==> config.mk <==
export PLATFORM = sky130hd
export DESIGN_NAME = pos_uart_framer_flat
export DESIGN_NICKNAME = d
export VERILOG_FILES = /design/src/rtl/pos_uart_framer_pkg.sv /design/src/rtl/pos_uart_framer_if.sv /design/src/rtl/pos_uart_framer_byte_sel.sv /design/src/rtl/pos_uart_framer.sv /design/src/flat_wrapper.sv
export SDC_FILE = /design/constraint.sdc
export NUM_CORES = 1
export LEC_CHECK = 0
export ABC_AREA = 1
export BUFFER_PORTS_ARGS = -buffer_cell sky130_fd_sc_hd__buf_2
export CORE_ASPECT_RATIO = 0.7
export CORE_MARGIN = 10
export CORE_UTILIZATION = 24
export DETAILED_ROUTE_END_ITERATION = 16
export HOLD_SLACK_MARGIN = 0.02
export PLACE_DENSITY_LB_ADDON = 0.25
export REMOVE_ABC_BUFFERS = 1
export SYNTH_ARGS = -nofsm -noshare
export SYNTH_HDL_FRONTEND = slang
export SYNTH_SLANG_ARGS = --single-unit
export TNS_END_PERCENT = 50
==> constraint.sdc <==
create_clock -name clk -period 3.6 [get_ports clk]
set_clock_uncertainty 0.2 [all_clocks]
set_input_delay 0.72 -clock clk [delete_from_list [all_inputs] [get_ports clk]]
set_output_delay 0.72 -clock clk [all_outputs]
set_load 0.01 [all_outputs]
==> src/rtl/pos_uart_framer_pkg.sv <==
// Shared types and constants for the position-to-UART packetizer.
// Build option: define POS_FRAME_CHECKSUM_EN to append a payload checksum
// byte to every frame (11-byte frames instead of 10).
package pos_frame_pkg;

  localparam logic [7:0] HDR0 = 8'hA5;
  localparam logic [7:0] HDR1 = 8'h5A;

`ifdef POS_FRAME_CHECKSUM_EN
  localparam int FRAME_LEN = 11;
`else
  localparam int FRAME_LEN = 10;
`endif

  localparam int IDX_W = 4;

  typedef logic [IDX_W-1:0] idx_t;

  localparam idx_t LAST_IDX = idx_t'(FRAME_LEN - 1);

  typedef enum logic {
    IDLE = 1'b0,
    SEND = 1'b1
  } state_e;

  // One solver result: the 2-D coordinate pair carried by a frame.
  typedef struct packed {
    logic [31:0] x;
    logic [31:0] y;
  } coord_t;

endpackage

==> src/rtl/pos_uart_framer_if.sv <==
// Valid/ready byte stream between the framer (master) and the UART TX (slave).
interface pos_uart_framer_if;

  logic [7:0] tx_data;
  logic       tx_valid;
  logic       tx_ready;

  modport master (output tx_data, output tx_valid, input tx_ready);
  modport slave  (input tx_data, input tx_valid, output tx_ready);

endinterface

==> src/rtl/pos_uart_framer_byte_sel.sv <==
// Combinational frame byte selector: maps a byte index onto the headers,
// the big-endian X/Y payload and, when POS_FRAME_CHECKSUM_EN is defined,
// the mod-256 sum of the eight payload bytes.
module pos_frame_byte_sel
  import pos_frame_pkg::*;
(
  input  coord_t     coord,
  input  idx_t       idx,
  output logic [7:0] byte_o
);

`ifdef POS_FRAME_CHECKSUM_EN
  logic [7:0] checksum;

  // Headers are deliberately excluded from the sum.
  always_comb begin
    checksum = coord.x[31:24] + coord.x[23:16] + coord.x[15:8] + coord.x[7:0]
             + coord.y[31:24] + coord.y[23:16] + coord.y[15:8] + coord.y[7:0];
  end
`endif

  // Byte mux indexed by position within the frame.
  always_comb begin
    // NOTE: a default before the case keeps unused index values from inferring a latch.
    byte_o = 8'h00;
    case (idx)
      4'd0:    byte_o = HDR0;
      4'd1:    byte_o = HDR1;
      4'd2:    byte_o = coord.x[31:24];
      4'd3:    byte_o = coord.x[23:16];
      4'd4:    byte_o = coord.x[15:8];
      4'd5:    byte_o = coord.x[7:0];
      4'd6:    byte_o = coord.y[31:24];
      4'd7:    byte_o = coord.y[23:16];
      4'd8:    byte_o = coord.y[15:8];
      4'd9:    byte_o = coord.y[7:0];
`ifdef POS_FRAME_CHECKSUM_EN
      4'd10:   byte_o = checksum;
`endif
      default: byte_o = 8'h00;
    endcase
  end

endmodule

==> src/rtl/pos_uart_framer.sv <==
// Position packetizer: captures each solver result and streams it as a
// fixed-length byte frame to the UART TX. A one-deep pending slot absorbs a
// result arriving mid-frame; later arrivals are dropped and counted.
// Build option: POS_FRAME_CHECKSUM_EN adds a trailing checksum byte.
module pos_uart_framer
  import pos_frame_pkg::*;
(
  input  logic                      clk,
  input  logic                      rst_n,
  input  logic                      pos_valid,
  input  logic [31:0]               x_2d,
  input  logic [31:0]               y_2d,
  pos_uart_framer_if.master         tx,
  output logic                      busy,
  output logic [7:0]                drop_cnt
);

  state_e     state_q, state_d;
  idx_t       idx_q, idx_d;
  coord_t     frame_q, frame_d;
  coord_t     pend_q, pend_d;
  logic       pend_valid_q, pend_valid_d;
  logic [7:0] drop_cnt_q, drop_cnt_d;
  logic [7:0] tx_data_q, tx_data_d;
  logic       tx_valid_q, tx_valid_d;
  logic       busy_q, busy_d;

  coord_t     new_coord;
  logic       handshake;
  logic       last_byte;
  logic [7:0] sel_byte;

  assign new_coord = '{x: x_2d, y: y_2d};
  assign handshake = tx_valid_q & tx.tx_ready;
  assign last_byte = (idx_q == LAST_IDX);

  // Frame sequencing, pending-slot management and drop counting.
  always_comb begin
    state_d      = state_q;
    idx_d        = idx_q;
    frame_d      = frame_q;
    pend_d       = pend_q;
    pend_valid_d = pend_valid_q;
    drop_cnt_d   = drop_cnt_q;

    case (state_q)
      IDLE: begin
        if (pos_valid) begin
          frame_d = new_coord;
          idx_d   = '0;
          state_d = SEND;
        end
      end

      SEND: begin
        if (handshake && last_byte) begin
          // Frame boundary: the only point where the frame registers reload.
          idx_d = '0;
          if (pend_valid_q) begin
            frame_d = pend_q;
            if (pos_valid) begin
              pend_d = new_coord;
            end else begin
              pend_valid_d = 1'b0;
            end
          end else if (pos_valid) begin
            frame_d = new_coord;
          end else begin
            state_d = IDLE;
          end
        end else begin
          if (handshake) begin
            idx_d = idx_q + 1'b1;
          end
          if (pos_valid) begin
            if (!pend_valid_q) begin
              pend_d       = new_coord;
              pend_valid_d = 1'b1;
            end else if (drop_cnt_q != 8'hFF) begin
              drop_cnt_d = drop_cnt_q + 8'd1;
            end
          end
        end
      end

      default: state_d = IDLE;
    endcase
  end

  // Byte for the next cycle is chosen from the next-state frame and index so
  // tx_data can be registered without adding a bubble between frames.
  pos_frame_byte_sel u_byte_sel (
    .coord  (frame_d),
    .idx    (idx_d),
    .byte_o (sel_byte)
  );

  // Registered output stage; holds the last byte once the stream goes idle.
  always_comb begin
    tx_valid_d = (state_d == SEND);
    busy_d     = (state_d == SEND);
    tx_data_d  = tx_valid_d ? sel_byte : tx_data_q;
  end

  // State and output registers; reset aborts any frame in progress.
  always_ff @(posedge clk or negedge rst_n) begin
    if (!rst_n) begin
      state_q      <= IDLE;
      idx_q        <= '0;
      frame_q      <= '0;
      pend_q       <= '0;
      pend_valid_q <= 1'b0;
      drop_cnt_q   <= 8'h00;
      tx_data_q    <= 8'h00;
      tx_valid_q   <= 1'b0;
      busy_q       <= 1'b0;
    end else begin
      // NOTE: non-blocking assignments so every flop samples pre-edge values.
      state_q      <= state_d;
      idx_q        <= idx_d;
      frame_q      <= frame_d;
      pend_q       <= pend_d;
      pend_valid_q <= pend_valid_d;
      drop_cnt_q   <= drop_cnt_d;
      tx_data_q    <= tx_data_d;
      tx_valid_q   <= tx_valid_d;
      busy_q       <= busy_d;
    end
  end

  assign tx.tx_data  = tx_data_q;
  assign tx.tx_valid = tx_valid_q;
  assign busy        = busy_q;
  assign drop_cnt    = drop_cnt_q;

endmodule

==> src/flat_wrapper.sv <==
// flat-port wrapper written by rule: the top's interface ports become plain ports
module pos_uart_framer_flat import pos_frame_pkg::*;
  (clk, rst_n, pos_valid, x_2d, y_2d, busy, drop_cnt, tx_tx_data, tx_tx_valid, tx_tx_ready);
  pos_uart_framer_if tx_i ();
  input  logic clk;
  input  logic rst_n;
  input  logic pos_valid;
  input  logic [31:0] x_2d;
  input  logic [31:0] y_2d;
  output logic busy;
  output logic [7:0] drop_cnt;
  output wire logic [$bits(tx_i.tx_data)-1:0] tx_tx_data;
  output wire logic [$bits(tx_i.tx_valid)-1:0] tx_tx_valid;
  input wire logic [$bits(tx_i.tx_ready)-1:0] tx_tx_ready;
  assign tx_tx_data = tx_i.tx_data;
  assign tx_tx_valid = tx_i.tx_valid;
  assign tx_i.tx_ready = tx_tx_ready;
  pos_uart_framer u_core (.clk(clk), .rst_n(rst_n), .pos_valid(pos_valid), .x_2d(x_2d), .y_2d(y_2d), .tx(tx_i), .busy(busy), .drop_cnt(drop_cnt));
endmodule
# Yosys cells after proc, flatten, opt, wreduce, memory -nomap -nowiden
# Cells that the tools add are included.
# Widths: inputs -> output; s select.
[word_totals]
regBits = 150
input_bits = 68
output_inout_bits = 18
elab_cells = 55
[classes]
add_sub_neg = 2
n_eq_ne = 14
mux = 21
n_bitwise = 3
reduce_logical = 6
[ops]
columns = ["operator", "n"]
rows = [
  ["$mux 64", 8],
  ["$pmux 64 s2", 1],
  ["$pmux 8 s10", 1],
  ["$eq 4x3->1 const B", 4],
  ["$eq 4x4->1 const B", 3],
  ["$mux 4", 3],
  ["$reduce_and 5->1", 2],
  ["$add 8x1->8 const B", 1],
  ["$eq 4x2->1 const B", 2],
  ["$ne 8x8->1 const B", 1],
  ["$pmux 4 s2", 1],
  ["$mux 1", 6],
  ["$add 4x1->4 const B", 1],
  ["$eq 4x1->1 const B", 1],
  ["$logic_not 4->1", 1],
  ["$ne 2x2->1 const B", 2],
  ["$ne 2x1->1 const B", 1],
  ["$not 1->1", 2],
  ["$pmux 1 s2", 1],
  ["$reduce_and 2->1", 1],
  ["$reduce_bool 2->1", 1],
  ["$and 1x1->1", 1],
  ["$logic_and 1x1->1", 1],
]

# Longest topological paths before layout
# Gate-level depths: netlist (run 1).
[depth]
ltp_word = 6
mapped_depth = 17
depth_no_buf = 16

# Hierarchy
# From an unflattened synthesis (run 1), not the netlist that was laid out.
[hier_totals]
hier_cells = 1062
hier_area_um2 = 8430.6
[by_module_without_submodules]
columns = ["module", "n_inst", "cells_each", "area_each_um2", "seq_area_each_um2"]
rows = [
  ["pos_uart_framer", 1, 904, 7688.6, 3753.6],
  ["pos_frame_byte_sel", 1, 158, 742.0, 0.0],
]

# Worst setup path after synthesis (run 1)
# OpenSTA, ideal clock, no wires.
[synth_timing]
kind = "input -> register"
start = "input pos_valid"
end = "register u_core.drop_cnt_q[7], in the netlist u_core.drop_cnt[7]"
setup_ns = 0.079
arrival_ns = 2.029
t_required_ns = 3.321
slack_ns = 1.292
path_stages = 9
path_buffers = 2
path_cell_list = "buf_2 inv_2 clkbuf_1 nor3_1 o311ai_1 nor2_1 nand3_1 nor2_1 xor2_1"
[synth_between]
elab_chain_len = 1
[synth_rtl]
columns = ["element", "line", "rtl"]
rows = [
  ["start, declared", "flat_wrapper.sv:7", "input logic pos_valid;"],
  ["$reduce_and 5->1 (no source line)", "n/a", ""],
  ["end signal, assigned", "pos_uart_framer.sv:124", "drop_cnt_q <= drop_cnt_d;"],
  ["end, declared", "pos_uart_framer.sv:23", "logic [7:0] drop_cnt_q, drop_cnt_d;"],
]
# No other way between the ends.
# A chain may end at the register's enable or synchronous reset.

# Worst setup path after layout (run 1)
[layout_timing]
start = "register u_core.state_q"
end = "register u_core.tx_data_q[0], in the netlist u_core.tx.tx_data[0]"
[layout_between]
elab_chain_len = 6
elab_cells_between_ends = 21
cone_classes = "eq/ne (9); mux (8); bitwise (2); reduce/logical (2)"
[layout_rtl]
columns = ["element", "line", "rtl"]
rows = [
  ["start, declared", "pos_uart_framer.sv:18", "state_e state_q, state_d;"],
  ["start signal, assigned", "pos_uart_framer.sv:119", "state_q <= state_d;"],
  ["$and 1x1->1", "n/a", ""],
  ["$mux 4 or $logic_and 1x1->1 (tied branches)", "n/a", ""],
  ["$mux 4", "n/a", ""],
  ["$pmux 4 s2", "pos_uart_framer.sv:46", "case (state_q)"],
  ["$eq 4x4->1 (tied with other cells)", "pos_uart_framer_byte_sel.sv:26", "case (idx)"],
  ["$pmux 8 s10", "pos_uart_framer_byte_sel.sv:26", ""],
  ["end signal, assigned", "pos_uart_framer.sv:125", "tx_data_q <= tx_data_d;"],
  ["end, declared", "pos_uart_framer.sv:24", "logic [7:0] tx_data_q, tx_data_d;"],
]
# Several ways; a longest one is shown, not always the timed one.

==> results of run 1 <==
sequential cells by signal, indices dropped and copies added (netlist names):
signal and count:
u_core.drop_cnt 8, u_core.idx_q 4, u_core.frame_q 64, u_core.pend_q 64, u_core.pend_valid_q 1, u_core.tx.tx_data 8, u_core.state_q 1
per-layer routing:
metal  share of wire  GRT usage  up-vias  wire length [um]
met5               0          0        -                 0
met4          0.0095     0.0330        0               241
met3           0.043     0.0270       16              1100
met2            0.42      0.179      148             10600
met1            0.53      0.185     3317             13400
li1                -          -     3583                 -
logic make-up (layout without fill, tap and decap cells):
family | Yosys count | after routing
adders and majority gates | 3 | 3
buffers and inverters | 169 | 247
and+or+nand+nor | 593 | 593
muxes | 7 | 7
DFF | 150 | 150
xor gates and xnor gates | 7 | 7
AOI/OAI and AO/OA | 156 | 156
worst paths after layout:
path,endpoint,cells past startpoint,from,slack (ps)
max in group asynchronous,u_core.pend_q[57]$_DFFE_PN0P_,3,rst_n,1780
min reg2reg,u_core.pend_q[7]$_DFFE_PN0P_,2,u_core.pend_q[7]$_DFFE_PN0P_,280
max reg2reg,u_core.tx.tx_data[0]$_DFFE_PN0P_,12,u_core.state_q$_DFF_PN0_,670
max,u_core.tx.tx_data[0]$_DFFE_PN0P_,12,u_core.state_q$_DFF_PN0_,670
min in group asynchronous,u_core.pend_q[41]$_DFFE_PN0P_,2,rst_n,580
min,u_core.pend_q[7]$_DFFE_PN0P_,2,u_core.pend_q[7]$_DFFE_PN0P_,280
worst register-to-register path: cells and delay by family, from the launching register on:
kind                   cells  cell delay (ps)
buffers and inverters      1              280
AOI/OAI and AO/OA          2              360
DFF                        1              560
and+or+nand+nor            9             1460
synth_stat cells, types with 5 or more instances:
library cell and number:
nand2_1 389, dfrtp_1 150, nand3_1 124, o21ai_0 124, inv_1 105, nor2_1 44
buf_2 22, clkbuf_1 21, a21oi_1 11, buf_4 10, mux2_2 7, nand4_1 7
o21bai_1 7, inv_2 5, nand2_2 5, nor2_4 5, nor3_1 5, o211ai_1 5
or2_2 5
where the power goes:
| part | internal, mW | total [mW] | switching, mW |
|---|---|---|---|
| clock network | 1.14 | 1.87 | 0.737 |
| registers | 2.39 | 2.82 | 0.430 |
| logic | 0.845 | 2.50 | 1.65 |
through the flow:
step           setup TNS (ps)  total power [mW]  cell area (um^2)
5_1_grt                     0              7.75              9510
3_3_place_gp                0              5.32              8900
3_5_place_dp                0              5.35              8900
4_1_cts                     0              7.26              9510
6_report                    0              7.19              9510
2_1_floorplan          -15790              4.42              7730
cell type report:
cell class / instances / area (um^2) / share of cell area
Clock buffer: 22 / 474 / 0.0499
Tap cell: 427 / 534 / 0.0562
Inverter: 110 / 413 / 0.0434
Clock inverter: 9 / 125 / 0.0132
Sequential cell: 150 / 3750 / 0.395
Timing Repair Buffer: 106 / 629 / 0.0662
Multi-Input combinational cell: 766 / 3580 / 0.376
==> results by group, run 1 <==
Setup path
  • CP Data Required Time: 3780 ps
  • CP startpoint kind: register
  • Most used cell along the critical path: nand2_1
  • Slowest-stage cell, CP: dfrtp_1
  • CP Capture Type: register
  • WP data arrival: 3110 ps
  • CP bufs+invs: 1
  • Crit path max-delay family: simple AND/OR/NAND/NOR gates
  • CP cell instances: buf_4 > nand3_1 > o21bai_1 > nand2_1 > nand2_1 > nand2_2 > nor2_4 > nand2_1 > a21boi_1 > nand3_1 > nand2_1 > nand2_1
  • Max incr delay on CP: ~560 ps
  • WS Path Type: register to register
  • CP max FO: 18

Logic synthesis
  • Main synth FF type: dfrtp_1
  • Mean post-synth cell area: 7.42 um^2
  • Synth top area cells: dfrtp_1, nand2_1, nand3_1, o21ai_0, inv_1
  • EDFF count, synth: 0
  • Mapped cell area: 0.00805 mm^2
  • Yosys reg bits: 150
  • Compound-cell area share of the yosys netlist: 0.106
  • XOR/XNOR Fraction of Synth Area: 0.00762
  • Largest family of logic cells by synthesized area: simple AND/OR/NAND/NOR gates
  • Seq/Total Area, Yosys: 0.466
  • Synth unique cells: 36
  • Synth top area share: 0.466
  • Synth Area in Adders: 0.00466
  • Post-synthesis mux area share: 0.00980
  • Leading area contributor after synthesis: dfrtp_1
  • Warnings, synthesis: 0
  • Cells after synthesis: between 1000 and 1500
  • Simple-Gate Fraction of Synth Area: 0.316
  • FFs w/ async S/R, synth: 1.00

Timing
  • Final hold slack: 284 ps
  • Worst Tran Pin Value: 718 ps
  • Final setup fails: 0
  • Fin crit share: 0.813
  • Worst rel slew slack: 0.514
  • RSZ-0062 raised after global routing: no
  • Final Max Tran Viols: 0
  • Minimum clock period: 2930 ps
  • Fin. Hold Viols: 0
  • Final Worst Setup Slack: 675 ps
  • Peak Freq: 342 MHz

Detailed routing
  • Final WL: 25.4 mm
  • Drt pass-1 iters: 5
  • Per-cell routed wire length: 16.0 um
  • Residual DRC: 0
  • Vias per Instance: 4.44
  • Via count: 7064
  • Initial drt markers: approximately 640
  • Antenna-violating nets left: 0

Finish
  • Area growth from synthesis to layout: 18.1%
  • Final Core Density: 0.291
  • Most common cell after layout, fill and taps aside: nand2_1
  • Most frequent cells in the layout: nand2_1, dfrtp_1, o21ai_0, nand3_1, inv_1
  • Filler Cell Count: approximately 3600
  • Proportion of layout cells with a drive suffix above 1: 0.150
  • Post-route insts no fill: approximately 1600
  • Fin nets: 1222
  • Antenna Cells: 0

GRT
  • Antenna violations before repair: 0
  • First-pass GRT wire length: a little over 40 mm
  • Vias in the first global route: 6990
  • Largest net degree at the start of global routing: 85
  • GRT Residual Overflow: 0
  • Global-route usage over all layers: 0.126

Floorplanning
  • Initial Util: 0.246
  • Core area: 0.0327 mm^2
  • # IOs: 86
  • Die area: 0.0414 mm^2
  • Die height: between 150 and 200 um
  • Die W: 239 um
  • FP Rows: 55

Clock tree
  • Clk buf depth: 2
  • Clk slew on worst S/H paths: 60 ps
  • CTS tree: built
  • H-tree depth: 4
  • Cts hold-fix bufs: 1
  • Total CTS buffers: 17
  • Clock Sinks: 150
  • Worst skew pair latency: about 450 ps
  • Post-CTS setup buffers: 0
  • CTS Root Cell: clkbuf_16
  • CTS resizes: 0

Place
  • I/O Buffers: 85
  • Placed Cells incl. Taps: 1558
  • Post-Place Worst Slack: 494 ps
  • Detailed placement HPWL: 17.9 mm
  • GP Congestion: 0.805

Min path
  • Hold WC Path Type: register to register

Power and ir drop
  • PD cells: 756 mW/mm^2
  • VDD IR max: 280 uV
  • Leakage: 4.88 nW

Run status
  • Outcome: finished clean

Flow run
  • Max Cap Viol: 0
Power figures use the tool's default switching activity.
==> run 2: changes to the inputs <==
Clock period 3.6 ns to 2.5 ns, I/O delays scaled along.
==> results by group, run 2 (same netlist as run 1, synthesis figures left out) <==
Clock tree
  • Worst skew pair latency: 440 ps (was 450 ps)
  • H-tree depth: 4 (unchanged)
  • CTS tree: built (unchanged)
  • Clk buf depth: 2 (unchanged)
  • Clock Sinks: 150 (unchanged)
  • Total CTS buffers: 17 (unchanged)
  • CTS Root Cell: clkbuf_16 (unchanged)
  • Clk slew on worst S/H paths: 60 ps (about the same)

Detailed routing
  • Drt pass-1 iters: 5 (unchanged)
  • Antenna-violating nets left: 0 (unchanged)
  • Per-cell routed wire length: 16.0 um (about the same)
  • Vias per Instance: 4.43 (was 4.44)
  • Via count: 7260 (was 7064)
  • Residual DRC: 0 (unchanged)
  • Initial drt markers: 580 (was 637)
  • Final WL: 26.3 mm (was 25.4 mm)

GRT
  • Global-route usage over all layers: 0.128 (was 0.126)
  • Met3 Use GR: 0.0276 (was 0.0270)
  • GR Util met2: 0.178 (was 0.179)
  • Vias in the first global route: 7030 (was 6990)
  • GRT Max-Usage Layer: met1 (unchanged)
  • First-pass GRT wire length: 41.6 mm (was 40.8 mm)
  • GRT Residual Overflow: 0 (unchanged)
  • Largest net degree at the start of global routing: 61 (was 85)
  • Met1 usage: 0.192 (was 0.185)
  • Antenna violations before repair: 0 (unchanged)

Power and ir drop
  • Switch Pwr: 4.21 mW (was 2.82 mW)
  • VDD IR max: 438 uV (was 280 uV)
  • Switching Share: 0.386 (was 0.392)
  • Pint: 6.71 mW (was 4.37 mW)
  • Sequential fraction of design power: 0.371 (was 0.392)
  • Leakage: 5.17 nW (was 4.88 nW)
  • Clock Power Share: 0.245 (was 0.261)
  • Comb pwr share: 0.383 (was 0.347)
  • PD cells: 1090 mW/mm^2 (was 756 mW/mm^2)

Timing
  • Peak Freq: 420 MHz (was 342 MHz)
  • Worst Tran Pin Value: 591 ps (was 718 ps)
  • Final Worst Setup Slack: 121 ps (was 675 ps)
  • Final hold slack: 107 ps (was 284 ps)
  • Minimum clock period: 2380 ps (was 2930 ps)
  • Fin. Hold Viols: 0 (unchanged)
  • Final Max Tran Viols: 0 (unchanged)
  • Final setup fails: 0 (unchanged)
  • Fin crit share: 0.952 (was 0.813)
  • Worst rel slew slack: 0.600 (was 0.514)
  • RSZ-0062 raised after global routing: yes (was no)

Place
  • Post-Place Worst Slack: -171 ps (was 494 ps)
  • Cell Area, Placed: 0.00935 mm^2 (was 0.00890 mm^2)
  • Detailed placement HPWL: 19.0 mm (was 17.9 mm)
  • I/O Buffers: 85 (unchanged)
  • GP Congestion: 0.817 (was 0.805)

Finish
  • Fin area: 0.0100 mm^2 (was 0.00951 mm^2)
  • Final Core Density: 0.307 (was 0.291)
  • Proportion of layout cells with a drive suffix above 1: 0.188 (was 0.150)
  • Fin nets: 1267 (was 1222)
  • Area growth from synthesis to layout: 24.9% (was 18.1%)
  • Leading registers by flop count: u_core.frame_q x64, u_core.pend_q x64 (unchanged)
  • Most frequent cells in the layout: nand2_1, dfrtp_1, o21ai_0, nand3_1, inv_1 (unchanged)
  • Most common cell after layout, fill and taps aside: nand2_1 (unchanged)

Floorplanning
  • Core area: 0.0327 mm^2 (unchanged)
  • # IOs: 86 (unchanged)
  • Die W: 239 um (unchanged)
  • Die area: 0.0414 mm^2 (unchanged)
  • Initial Util: 0.246 (unchanged)
  • Die height: 173 um (unchanged)
  • FP Rows: 55 (unchanged)

Setup path
  • CP Data Required Time: 2630 ps (was 3780 ps)
  • CP startpoint kind: register (unchanged)
  • CP max FO: 23 (was 18)
  • CP Capture Type: register (unchanged)
  • WP data arrival: 2510 ps (was 3110 ps)
  • WS Path Type: register to register (unchanged)

Min path
  • Hold WC Path Type: input port to register (was register to register)

Flow run
  • Max Cap Viol: 0 (unchanged)

Run status
  • Outcome: finished clean (unchanged)
-- run 2: final timing paths --
check | slack [ps] | cells past startpoint | end | from
max reg2reg | 120 | 16 | u_core.tx.tx_data[1]$_DFFE_PN0P_ | u_core.idx_q[0]$_DFF_PN0_
min | 110 | 2 | u_core.pend_q[12]$_DFFE_PN0P_ | y_2d[12]
max in group asynchronous | 1040 | 3 | u_core.pend_q[27]$_DFFE_PN0P_ | rst_n
max | 120 | 16 | u_core.tx.tx_data[1]$_DFFE_PN0P_ | u_core.idx_q[0]$_DFF_PN0_
min reg2reg | 280 | 2 | u_core.pend_q[43]$_DFFE_PN0P_ | u_core.pend_q[43]$_DFFE_PN0P_
min in group asynchronous | 360 | 2 | u_core.frame_q[49]$_DFF_PN0_ | rst_n
-- run 2: power by group through the flow --
stage	Combinational [mW]	Clock [mW]	Sequential, mW
floorplan	2.42	0	3.95
global placement	4.03	0	4.09
detailed placement	4.08	0	4.07
CTS	4.10	2.75	4.05
global route	4.73	2.83	4.17
finish	4.19	2.68	4.06
-- run 2: layer usage --
layer,part of all wire,vias to the layer above,wire [um]
met5,0,-,0
met4,0.012,0,306
met3,0.060,13,1580
met2,0.42,184,11000
met1,0.51,3388,13300
li1,-,3675,-
-- run 2: worst max-delay path, stage by stage, from the launching register on --
cell      delay, ps
dfrtp_1         390
ha_1            210
nand2_1          70
inv_1            60
nand2_4         130
buf_6           170
nor2_8           70
buf_12          180
nand2_1          70
nand2_1          40
o21bai_1        160
nand2_1          90
nand2_1          80
nor2_2          140
nand3_1          90
nand2_1          60
nand2_1          50
-- run 2: through the flow --
stage	setup TNS (ps)	power [mW]	instances
floorplan	-98460	6.36	1026
global placement	-509	8.12	1600
detailed placement	-972	8.15	1600
CTS	0	10.9	1633
global route	-185	11.7	1636
finish	0	10.9	1637
-- run 2: repair_timing --
item / CTS / global route
gates resized for setup: 2 / 13
pin swaps: 0 / 2
setup buffers: 0 / 3
hold buffers: 1 / 0
endpoints found under the hold margin: 42 / 0
endpoints found under the setup margin: 8 / 23
-- run 2: layout make-up --
| cell class | count | area, um^2 |
|---|---|---|
| clock inverter | 9 | 125 |
| inverter | 110 | 413 |
| antenna | 1 | 2.50 |
| tap | 427 | 534 |
| timing repair buffer | 151 | 1120 |
| clock buffer | 23 | 468 |
| fill | 3553 | 22600 |
| multi-input combinational | 766 | 3630 |
| sequential | 150 | 3750 |
